## src/rtl/esm_pkg.sv

```systemverilog
// esm_pkg -- shared definitions for the ESM instruction window and core.
//   INSTR_W / BS : default instruction width and window depth
//   idx_w()      : index width for an n-entry structure (min 1 bit)
//   IDX_W/OCC_W  : index and occupancy widths for the default depth
//   entry_t      : one window entry (valid bit plus instruction word)
package esm_pkg;

  localparam int INSTR_W = 32;
  localparam int BS      = 16;

  function automatic int idx_w(input int n);
    return (n > 1) ? $clog2(n) : 1;
  endfunction

  localparam int IDX_W = idx_w(BS);
  localparam int OCC_W = IDX_W + 1;

  typedef struct packed {
    logic               valid;
    logic [INSTR_W-1:0] instr;
  } entry_t;

endpackage

```

## src/rtl/esm_free_slot_finder.sv

```systemverilog
// esm_free_slot_finder -- lowest-index priority encoder over a free mask.
//   i_free_mask : bit i set = slot i is free
//   o_slot      : lowest-numbered free slot (0 when none is free)
//   o_any_free  : at least one slot is free
// Purely combinational.
module esm_free_slot_finder
  import esm_pkg::*;
#(
  parameter int N = BS
) (
  input  logic [N-1:0]        i_free_mask,
  output logic [idx_w(N)-1:0] o_slot,
  output logic                o_any_free
);

  always_comb begin
    o_slot     = '0;
    o_any_free = |i_free_mask;
    // Walk downward so the last hit, i.e. the lowest index, wins.
    for (int i = N - 1; i >= 0; i--) begin
      if (i_free_mask[i]) o_slot = idx_w(N)'(i);
    end
  end

endmodule

```

## src/rtl/esm_instr_window.sv

```systemverilog
// esm_instr_window -- instruction window feeding the ESM core.
//   clk, rst            : clock, synchronous active-high reset
//   flush               : invalidate all entries
//   fetch_valid/_instr  : fetch offer; fetch_ready = a free entry exists
//   buffer_index        : free-running scan pointer; Instr_out = entry there
//   valid_entries       : occupancy vector, bit 0 (MSB) = entry 0
//   issue_req/_index    : core selects an entry to issue
//   issue_valid/_instr  : registered issued instruction (1-cycle latency)
//   issue_err           : one-cycle pulse when issue_req names an empty entry
//   occupancy           : number of valid entries
module esm_instr_window
  import esm_pkg::*;
#(
  parameter int Instruction_word_size = INSTR_W,
  parameter int bs                    = BS
) (
  input  logic                             clk,
  input  logic                             rst,
  input  logic                             flush,
  input  logic                             fetch_valid,
  input  logic [Instruction_word_size-1:0] fetch_instr,
  output logic                             fetch_ready,
  output logic [$clog2(bs)-1:0]            buffer_index,
  output logic [Instruction_word_size-1:0] Instr_out,
  output logic [0:bs-1]                    valid_entries,
  input  logic                             issue_req,
  input  logic [$clog2(bs)-1:0]            issue_index,
  output logic                             issue_valid,
  output logic [Instruction_word_size-1:0] issue_instr,
  output logic                             issue_err,
  output logic [$clog2(bs):0]              occupancy
);

  localparam int WIN_IDX_W = idx_w(bs);
  localparam int WIN_OCC_W = WIN_IDX_W + 1;

  logic [Instruction_word_size-1:0] r_mem [bs];
  logic [0:bs-1]                    r_valid;
  logic [WIN_IDX_W-1:0]             r_scan;
  logic [WIN_OCC_W-1:0]             r_occ;
  logic                             r_issue_valid;
  logic [Instruction_word_size-1:0] r_issue_instr;
  logic                             r_issue_err;

  logic [bs-1:0]        w_free;
  logic [WIN_IDX_W-1:0] w_slot;
  logic                 w_any_free;
  logic                 w_fill;
  logic                 w_issue_ok;
  logic                 w_issue_bad;
  logic [0:bs-1]        w_valid_nxt;

  // Map the MSB-first valid vector onto an LSB-first free mask.
  always_comb begin
    for (int i = 0; i < bs; i++) w_free[i] = ~r_valid[i];
  end

  esm_free_slot_finder #(.N(bs)) u_free_slot (
    .i_free_mask (w_free),
    .o_slot      (w_slot),
    .o_any_free  (w_any_free)
  );

  assign fetch_ready = (r_occ != WIN_OCC_W'(bs));
  assign w_fill      = fetch_valid && fetch_ready && w_any_free;
  assign w_issue_ok  = issue_req &&  r_valid[issue_index];
  assign w_issue_bad = issue_req && !r_valid[issue_index];

  // The fill slot comes from pre-edge state, so it can never equal the
  // slot being issued this cycle; the freed slot is only reusable next cycle.
  always_comb begin
    w_valid_nxt = r_valid;
    if (w_fill)     w_valid_nxt[w_slot]      = 1'b1;
    if (w_issue_ok) w_valid_nxt[issue_index] = 1'b0;
  end

  // NOTE: entry storage has no reset; the valid bits alone define contents,
  // which keeps the array a plain RAM.
  always_ff @(posedge clk) begin
    if (!rst && !flush && w_fill) r_mem[w_slot] <= fetch_instr;
  end

  always_ff @(posedge clk) begin
    if (rst) begin
      r_valid       <= '0;
      r_scan        <= '0;
      r_occ         <= '0;
      r_issue_valid <= 1'b0;
      r_issue_err   <= 1'b0;
      r_issue_instr <= '0;
    end else begin
      r_scan <= r_scan + 1'b1;
      if (flush) begin
        r_valid       <= '0;
        r_occ         <= '0;
        r_issue_valid <= 1'b0;
        r_issue_err   <= 1'b0;
      end else begin
        r_valid       <= w_valid_nxt;
        r_occ         <= r_occ + WIN_OCC_W'(w_fill) - WIN_OCC_W'(w_issue_ok);
        r_issue_valid <= w_issue_ok;
        r_issue_err   <= w_issue_bad;
        if (w_issue_ok) r_issue_instr <= r_mem[issue_index];
      end
    end
  end

  assign buffer_index  = r_scan;
  assign Instr_out     = r_mem[r_scan];
  assign valid_entries = r_valid;
  assign occupancy     = r_occ;
  assign issue_valid   = r_issue_valid;
  assign issue_instr   = r_issue_instr;
  assign issue_err     = r_issue_err;

  // Occupancy counter must track the valid vector exactly.
  always @(posedge clk) begin
    if (!rst) assert (WIN_OCC_W'($countones(r_valid)) == r_occ);
  end

endmodule

```

## config.mk

```make
export PLATFORM = sky130hd
export DESIGN_NAME = esm_instr_window
export DESIGN_NICKNAME = d
export VERILOG_FILES = /design/src/rtl/esm_pkg.sv /design/src/rtl/esm_free_slot_finder.sv /design/src/rtl/esm_instr_window.sv
export SDC_FILE = /design/constraint.sdc
export NUM_CORES = 1
export LEC_CHECK = 0
export CAP_MARGIN = 10
export CORE_MARGIN = 2
export CORE_UTILIZATION = 55
export DETAILED_ROUTE_END_ITERATION = 10
export PLACE_DENSITY = 0.74
export RECOVER_POWER = 25
export SYNTH_ARGS = -nofsm -noshare
export SYNTH_HDL_FRONTEND = slang
export SYNTH_SLANG_ARGS = --single-unit
```

## constraint.sdc

```tcl
create_clock -name clk -period 6.4 [get_ports clk]
set_clock_uncertainty 0.15 [all_clocks]
set_input_delay 0.64 -clock clk [delete_from_list [all_inputs] [get_ports clk]]
set_output_delay 0.64 -clock clk [all_outputs]
set_load 0.005 [all_outputs]
```

### Word level (Yosys, flattened, before mapping)

Memories as Yosys holds them, arrays and structs flattened. A register that Yosys moved wholly into a read port is not among the register bits.
Index checks and enable logic that the tools add are counted.

| storage, ports and cells | value |
|---|---|
| register bits | 27 |
| bits in writable memories | 512 |
| input port bits | 41 |
| memories kept | 1 |
| output and inout port bits | 92 |
| logic and storage cells | 78 |

| cells by class | value |
|---|---|
| mux-type cells | 28 |
| bitwise gates (word level) | 22 |
| $add $sub $neg | 3 |
| reductions and logical operators | 14 |
| equality and inequality tests | 1 |
| magnitude comparators | 4 |

Memory list:

| name | depth | bits a word | read ports | clocked after memory_dff | write ports | RTL line | text |
|---|---|---|---|---|---|---|---|
| r_mem | 16 | 32 | 2 | 2 | 1 | esm_instr_window.sv:37 | `logic [Instruction_word_size-1:0] r_mem [bs];` |

Operators by type and width:

| kind | number |
|---|---|
| $mux W4 | 17 |
| $mux W16 | 2 |
| $not A1 Y1 | 17 |
| $and A16 B16 Y16 | 1 |
| $not A16 Y16 | 1 |
| $or A16 B16 Y16 | 1 |
| $reduce_or A16 Y1 | 1 |
| $ge A5 B5 Y1 const B | 2 |
| $lt A5 B1 Y1 const B | 2 |
| $not A4 Y5 | 2 |
| $demux W1 S4 | 2 |
| $logic_and A1 B1 Y1 | 8 |
| $mux W1 | 6 |
| $add A5 B1 Y5 | 1 |
| $ne A5 B5 Y1 const B | 1 |
| $sub A5 B1 Y5 | 1 |
| $add A4 B1 Y4 const B | 1 |
| $bmux W1 S4 | 1 |
| $logic_not A1 Y1 | 3 |
| $reduce_and A2 Y1 | 1 |
| $reduce_or A2 Y1 | 1 |

### Logic depth before layout (Yosys ltp)

Gate-level depths: netlist (run 1).

| logic depth | value |
|---|---|
| depth after elaboration | 25 |
| mapped depth | 17 |
| mapped depth without buffers | 15 |

### Cells and area by module

From an unflattened synthesis (run 1), not the netlist that was laid out.

| second synthesis, totals | value |
|---|---|
| cell total of the unflattened synthesis | 1,354 |
| area, all modules | 25,937.4 sq um |

By module, submodules not included:

| module | cells each | instances | area an instance (sq um) | seq. area each (sq um) |
|---|---|---|---|---|
| esm_instr_window | 1,320 | 1 | 25,761.0 | 16,555.9 |
| esm_free_slot_finder | 34 | 1 | 176.4 | 0.0 |

### Least setup slack after synthesis (run 1)

OpenSTA, ideal clock, no wires.

| path | value |
|---|---|
| path type | reg-to-reg |
| start point | register r_valid (netlist bit valid_entries[0]) |
| end point | memory r_mem[3][0] in the netlist's numbering (enable) |
| stages on the path, launching flop included | 7 |
| required time | 5.829 ns |
| setup time | 0.421 ns |
| period minus slack after synthesis | 3.464 ns |
| setup slack | 2.936 ns |
| buffers on the path | 1 |
| data arrival time | 2.893 ns |
| cell sequence | dfxtp_1 > buf_2 > and4_1 > nand3_1 > o211a_1 > or3_1 > nor2_1 |

| on the way | value |
|---|---|
| word-level cells in the longest chain between the ends | 6 |
| elaborated cells on any way between the ends | 7 |
| classes of those cells | mux (3); bitwise (1); reduce/logical (3) |

Ends and longest elaborated chain:

| item | RTL line | text |
|---|---|---|
| start, declared | esm_instr_window.sv:38 | `logic [0:bs-1] r_valid;` |
| start signal, assigned | esm_instr_window.sv:99 | `r_valid <= w_valid_nxt;` |
| $not A1 Y1 | esm_instr_window.sv:55 | `for (int i = 0; i < bs; i++) w_free[i] = ~r_valid[i];` |
| $reduce_or A16 Y1 | esm_free_slot_finder.sv:18 | `o_any_free = \|i_free_mask;` |
| $logic_and A1 B1 Y1 | esm_instr_window.sv:65 | `assign w_fill = fetch_valid && fetch_ready && w_any_free;` |
| $logic_and A1 B1 Y1 | esm_instr_window.sv:80 | `if (!rst && !flush && w_fill) r_mem[w_slot] <= fetch_instr;` |
| $mux W1 | esm_instr_window.sv:80 |  |
| $mux W1 (not written as such) | esm_instr_window.sv:80 |  |
| end, declared | esm_instr_window.sv:37 |  |

Several ways; a longest one is shown, not always the timed one.

==> results of run 1 <==
[cell type report]
cell class | instances | area (µm²) | area share [%]
multi-input cells | 627 | 8841 | 29.87
well taps | 607 | 759.5 | 2.566
clock buffers | 84 | 1609 | 5.436
inverters | 11 | 41.29 | 0.1395
clock inverters | 23 | 211.5 | 0.7144
diodes | 2 | 5.005 | 0.01691
flip-flops and latches | 571 | 16570 | 55.98
repair buffers | 161 | 1564 | 5.284
[state kept, by name (all words and copies together) (netlist names)]
name,count
occupancy,5
issue_err,1
r_mem,512
buffer_index,4
issue_valid,1
valid_entries,16
issue_instr,32
[worst min-delay path, stage by stage, from the launching register on]
cell,delay [ps]
dfxtp_1,310
nand2_1,50
a21oi_1,50
[cell usage after synthesis, types with 2 or more instances]
master    instances
and3_1            3
o21ai_0           7
nor2_1           37
nand2b_1          6
o31ai_1           2
o21a_1            2
dfxtp_1          59
a21oi_1          30
buf_6             2
ha_1              7
clkbuf_1         50
o221a_2           3
a31oi_1           4
a21o_1           33
a21oi_2          17
nand4_1           4
nor2b_1           8
nor3_1           11
buf_1            15
inv_1            10
xnor2_1           2
a22oi_1          64
buf_4             3
mux2i_1           5
nand3_1          10
xor2_1            2
edfxtp_1        512
buf_2            30
nor3b_1           3
mux4_2          290
and2_1            4
nand2_1          47
nor4_1            4
or2_2             3
or3_1             3
[how the worst min path moves through the flow]
stage,start,slack [ps],to
floorplan,issue_instr[17],300,issue_instr[17]
global placement,issue_instr[23],290,issue_instr[23]
detailed placement,issue_instr[30],300,issue_instr[30]
CTS,issue_instr[30],300,issue_instr[30]
global route,issue_instr[30],320,issue_instr[30]
finish,issue_instr[30],300,issue_instr[30]
[power by group]
group / switching (mW) / total (mW) / internal (mW)
logic: 0.319 / 0.662 / 0.343
clock network: 1.41 / 3.27 / 1.86
registers: 0.0370 / 4.11 / 4.07
total: 1.76 / 8.04 / 6.28
[routing by layer]
layer / GRT usage [%] / vias up
li1: - / 5862
met2: 46.64 / 801
met5: 0 / -
met4: 10.04 / 4
met3: 5.278 / 169
met1: 37.74 / 7693
[metrics by stage]
| stage | area (µm²) | instances | worst slack [ps] |
|---|---|---|---|
| finish | 29600 | 2086 | 2157 |
| global route | 29600 | 2086 | 2008 |
| CTS | 29590 | 2084 | 2109 |
| detailed placement | 27770 | 1977 | 2223 |
| global placement | 27770 | 1977 | 2254 |
| floorplan | 25710 | 1309 | 2936 |
[cell usage in the layout, fill, tap and decap left out, types with 4 or more instances in the layout]
cell	n
a21o_1	33
a21oi_1	30
a21oi_2	17
a22oi_1	64
a31oi_1	4
buf_4	27
clkbuf_1	20
clkbuf_16	58
clkbuf_8	7
clkdlybuf4s50_1	108
clkinv_2	13
dfxtp_1	55
dlygate4sd3_1	21
edfxtp_1	512
ha_1	7
inv_1	10
mux2i_1	5
mux4_2	290
nand2_1	47
nand2b_1	6
nand3_1	10
nand4_1	4
nor2_1	20
nor2_4	17
nor2b_1	6
nor3_1	11
nor4_1	4
o21ai_0	7
[cells by family after synthesis]
group | Yosys count | share of synthesized area (%)
simple gates | 147 | 2.739
compound gates | 172 | 4.817
buf+inv | 111 | 1.868
fa+ha+maj | 8 | 0.4184
mux | 296 | 25.64
flops | 571 | 64.38
xor+xnor | 4 | 0.1363
==> impl_metrics.toml, run 1 <==
[floorplan]
core_um2 = 46360
dieWidth_um = 220.2
ios = 133
die_height_um = 220.2
start_util_pct = 55.47
die_area_um2 = 48500
num_rows = 79

[grt]
antenna_found_initial = 4
grt_max_degree = 85
grt_pass1_vias = 14870
grt_pass1_wl_um = 97060
overflow = 0
grtUsageTotal_pct = 28.09

[cts]
clkTransAtPathRegs_ps = 60
post_cts_resized = 0
numCtsBuffers = 58
clk_latency_ps = 620
cts-root-buf = "clkbuf_16"
cts.hold.buffers_added = 0
cts_sinks = 571
cts.htree.levels = 2
cts_tree = "done"
post_cts_buffers = 0
clockBufferDepth = 3

[critical_path]
crit_start = "buffer_index[1]"
critical_path.top_delay_family = "buffers and inverters"
cpMostUsedCell = "mux4_2"
endpoint = "Instr_out[15]"
path_cells = "buf_12, mux4_2, mux4_2, clkdlybuf4s50_1"
critPathBufInv = 2
start_kind = "register"
worst-path-stages = 4
rrSetupSlack_ps = 2620
r2r-start = "valid_entries[0]"
critPathCaptureType = "output pin"
cp_slowest_cell = "dfxtp_4"
path_max_fanout = 84
reg2reg_to = "r_mem[15][0]"
crit_arrival_ps = 3450
ff2ff_path_depth = 6
crit_required_ps = 5610
critical_path_class = "register to output pin"
max_stage_delay_ps = 840

[routing]
post_drt_wl_per_cell_um = 31.74
avgViaCountPerCell = 6.965
dr_wl_met3_um = 5597
drt_wl_total_um = 66210
drt_iter0_drc = 1739
vias = 14530
drtPass1Iterations = 5
met2WireLength_um = 33380
drtAntennaViolNets = 0
wl_met1_um = 24750
drc = 0
top_layer = "met5"

[timing]
hold-worst-slack_ps = 303.3
hold_violations = 0
setup_violations = 0
grt_setup_unrepaired = "false"
tightest_slew_ps = 1120
slew-limit-headroom_pct = 25.16
maxSlewViolCount = 0
period_needed_ps = 4243
fmax_mhz = 235.7
final.setup.tns_ps = 0
timing.final.crit_share_pct = 66.30

[layout]
area_growth_pct = 15.11
fill_cells = 3074
nets = 1479
fin_util_pct = 63.85
drive_gt1_share_pct = 31.08

[power]
power_leakage_nw = 8.961
finalPower_mw = 8.045
ir_drop_uv = 240.8
powerDensity_nw_per_um2 = 271.8

[worst_hold_path]
min_path_cells = 2
hold_class = "register to register"

[synth]
ys.flop_type = "edfxtp_1"
avgSynthCellArea_um2 = 19.64
syn_nets = 1358
synth_top_area_share_pct = 59.79
synthCells = 1309
synth_area_leaders = "edfxtp_1 60%, mux4_2 25%, dfxtp_1 4.6%, a22oi_1 1.9%, a21o_1 0.96%"
synth-edff-count = 512
yosysTopAreaCell = "edfxtp_1"
async_flop_share_pct = 0
ys_ff_latch = 571
synth_cell_type_count = 52
seq_area_frac_synth_pct = 64.38
yosys_warnings = 0
syn-cell-area_um2 = 25710

[place]
io_buffers = 132
hpwl_um = 36200
routabilityCongestion = 0.8786

[outcome]
status = "complete, no violations"

[job]
maxCapViolCount = 0
(Power assumes the default switching activity.)
==> inputs of run 2 (changes only) <==
==> constraint.sdc (replaced) <==
create_clock -name clk -period 4.4 [get_ports clk]
set_clock_uncertainty 0.15 [all_clocks]
set_input_delay 0.44 -clock clk [delete_from_list [all_inputs] [get_ports clk]]
set_output_delay 0.44 -clock clk [all_outputs]
set_load 0.005 [all_outputs]
==> impl_metrics.toml, run 2 (synthesis results as in run 1) <==
[routing]
met2WireLength_um = 32540
drtPass1Iterations = 5
vias = 14350
drtAntennaViolNets = 0
drc = 0
post_drt_wl_per_cell_um = 30.72
drt_wl_total_um = 64590
avgViaCountPerCell = 6.823
drt_iter0_drc = 1457
top_layer = "met5"
dr_wl_met3_um = 5535
wl_met1_um = 24720

[grt]
overflow = 0
antenna_found_initial = 2
grt_pass1_wl_um = 94880
grt_pass1_vias = 14650
grtUsageTotal_pct = 27.40
grt_max_degree = 69

[worst_hold_path]
min_path_cells = 3
hold_class = "input pin to register"

[timing]
grt_setup_unrepaired = "false"
final.setup.tns_ps = 0
fmax_mhz = 263.7
period_needed_ps = 3793
slew-limit-headroom_pct = 27.35
tightest_slew_ps = 1090
maxSlewViolCount = 0
timing.final.crit_share_pct = 86.20
hold_violations = 0
setup_violations = 0

[cts]
post_cts_resized = 0
clkTransAtPathRegs_ps = 60
cts-root-buf = "clkbuf_16"
cts.hold.buffers_added = 1
cts_sinks = 571
clk_latency_ps = 640
post_cts_buffers = 0
numCtsBuffers = 57
cts_tree = "done"
cts.htree.levels = 2
clockBufferDepth = 3

[layout]
fill_cells = 3040
layout_common_cells = "512 x edfxtp_1, 290 x mux4_2, 108 x clkdlybuf4s50_1"
fin_util_pct = 64.61
largest_register_ffs = 512
drive_gt1_share_pct = 31.91
area_growth_pct = 16.48
nets = 1496
largest_register = "r_mem"
final_common_cell = "edfxtp_1"

[critical_path]
ff2ff_path_depth = 15
path_max_fanout = 42
endpoint = "Instr_out[5]"
rrSetupSlack_ps = 1130
critPathCaptureType = "output pin"
crit_start = "buffer_index[1]"
reg2reg_to = "occupancy[4]"
crit_required_ps = 3810
r2r-start = "valid_entries[4]"
crit_arrival_ps = 3200
critical_path_class = "register to output pin"
start_kind = "register"

[place]
routabilityCongestion = 0.8855
hpwl_um = 36010
io_buffers = 132

[floorplan]
start_util_pct = 55.47
ios = 133
dieWidth_um = 220.2
die_area_um2 = 48500
die_height_um = 220.2
num_rows = 79
core_um2 = 46360

[power]
powerDensity_nw_per_um2 = 395.0
ir_drop_uv = 339.3
power_leakage_nw = 9.113

[job]
maxCapViolCount = 0

[outcome]
status = "complete, no violations"
## run 2: where the power goes
| part | switching [mW] | leakage, nW | internal (mW) |
|---|---|---|---|
| sequential | 0.0566 | 5.09 | 5.93 |
| combinational | 0.462 | 3.11 | 0.513 |
| clock | 2.04 | 0.921 | 2.83 |
## run 2: through the flow
stage	cell area (µm²)	instances	power (mW)	hold WS, ps	setup slack, ps
3_5_place_dp	28060	1994	7.077	297.7	513.2
3_3_place_gp	28060	1994	7.067	290.0	568.7
2_1_floorplan	25710	1309	6.677	298.2	936.0
5_1_grt	29950	2103	12.16	74.58	471.3
6_report	29950	2103	11.83	80.24	607.2
4_1_cts	29950	2102	11.90	49.09	568.5
## run 2: metal layers
metal,GRT usage (%),up-vias
li1,-,5902
met5,0,-
met1,38.05,7625
met2,44.96,705
met4,8.904,2
met3,4.660,114
## run 2: critical path: stages, from the launching register on
cell,delay (ps)
dfxtp_4,830
buf_4,410
mux4_2,360
mux4_2,510
clkdlybuf4s50_1,460
## run 2: how the worst min path moves through the flow
stage / startpoint / endpoint / slack (ps)
after floorplan: issue_instr[17] / issue_instr[17] / 300
after global placement: issue_instr[21] / issue_instr[21] / 290
after detailed placement: issue_instr[29] / issue_instr[29] / 300
after CTS: issue_index[0] / valid_entries[0] / 50
after global routing: issue_index[0] / valid_entries[0] / 70
final: issue_index[0] / valid_entries[0] / 80
## run 2: cell type report
| type | instances | area [µm²] | share of cell area [%] |
|---|---|---|---|
| multi-input combinational | 627 | 8841 | 29.52 |
| timing repair buffer | 179 | 1864 | 6.224 |
| inverter | 11 | 41.29 | 0.1379 |
| clock inverter | 28 | 316.6 | 1.057 |
| antenna | 1 | 2.502 | 0.008355 |
| clock buffer | 79 | 1559 | 5.205 |
| tap | 607 | 759.5 | 2.536 |
| sequential | 571 | 16570 | 55.32 |
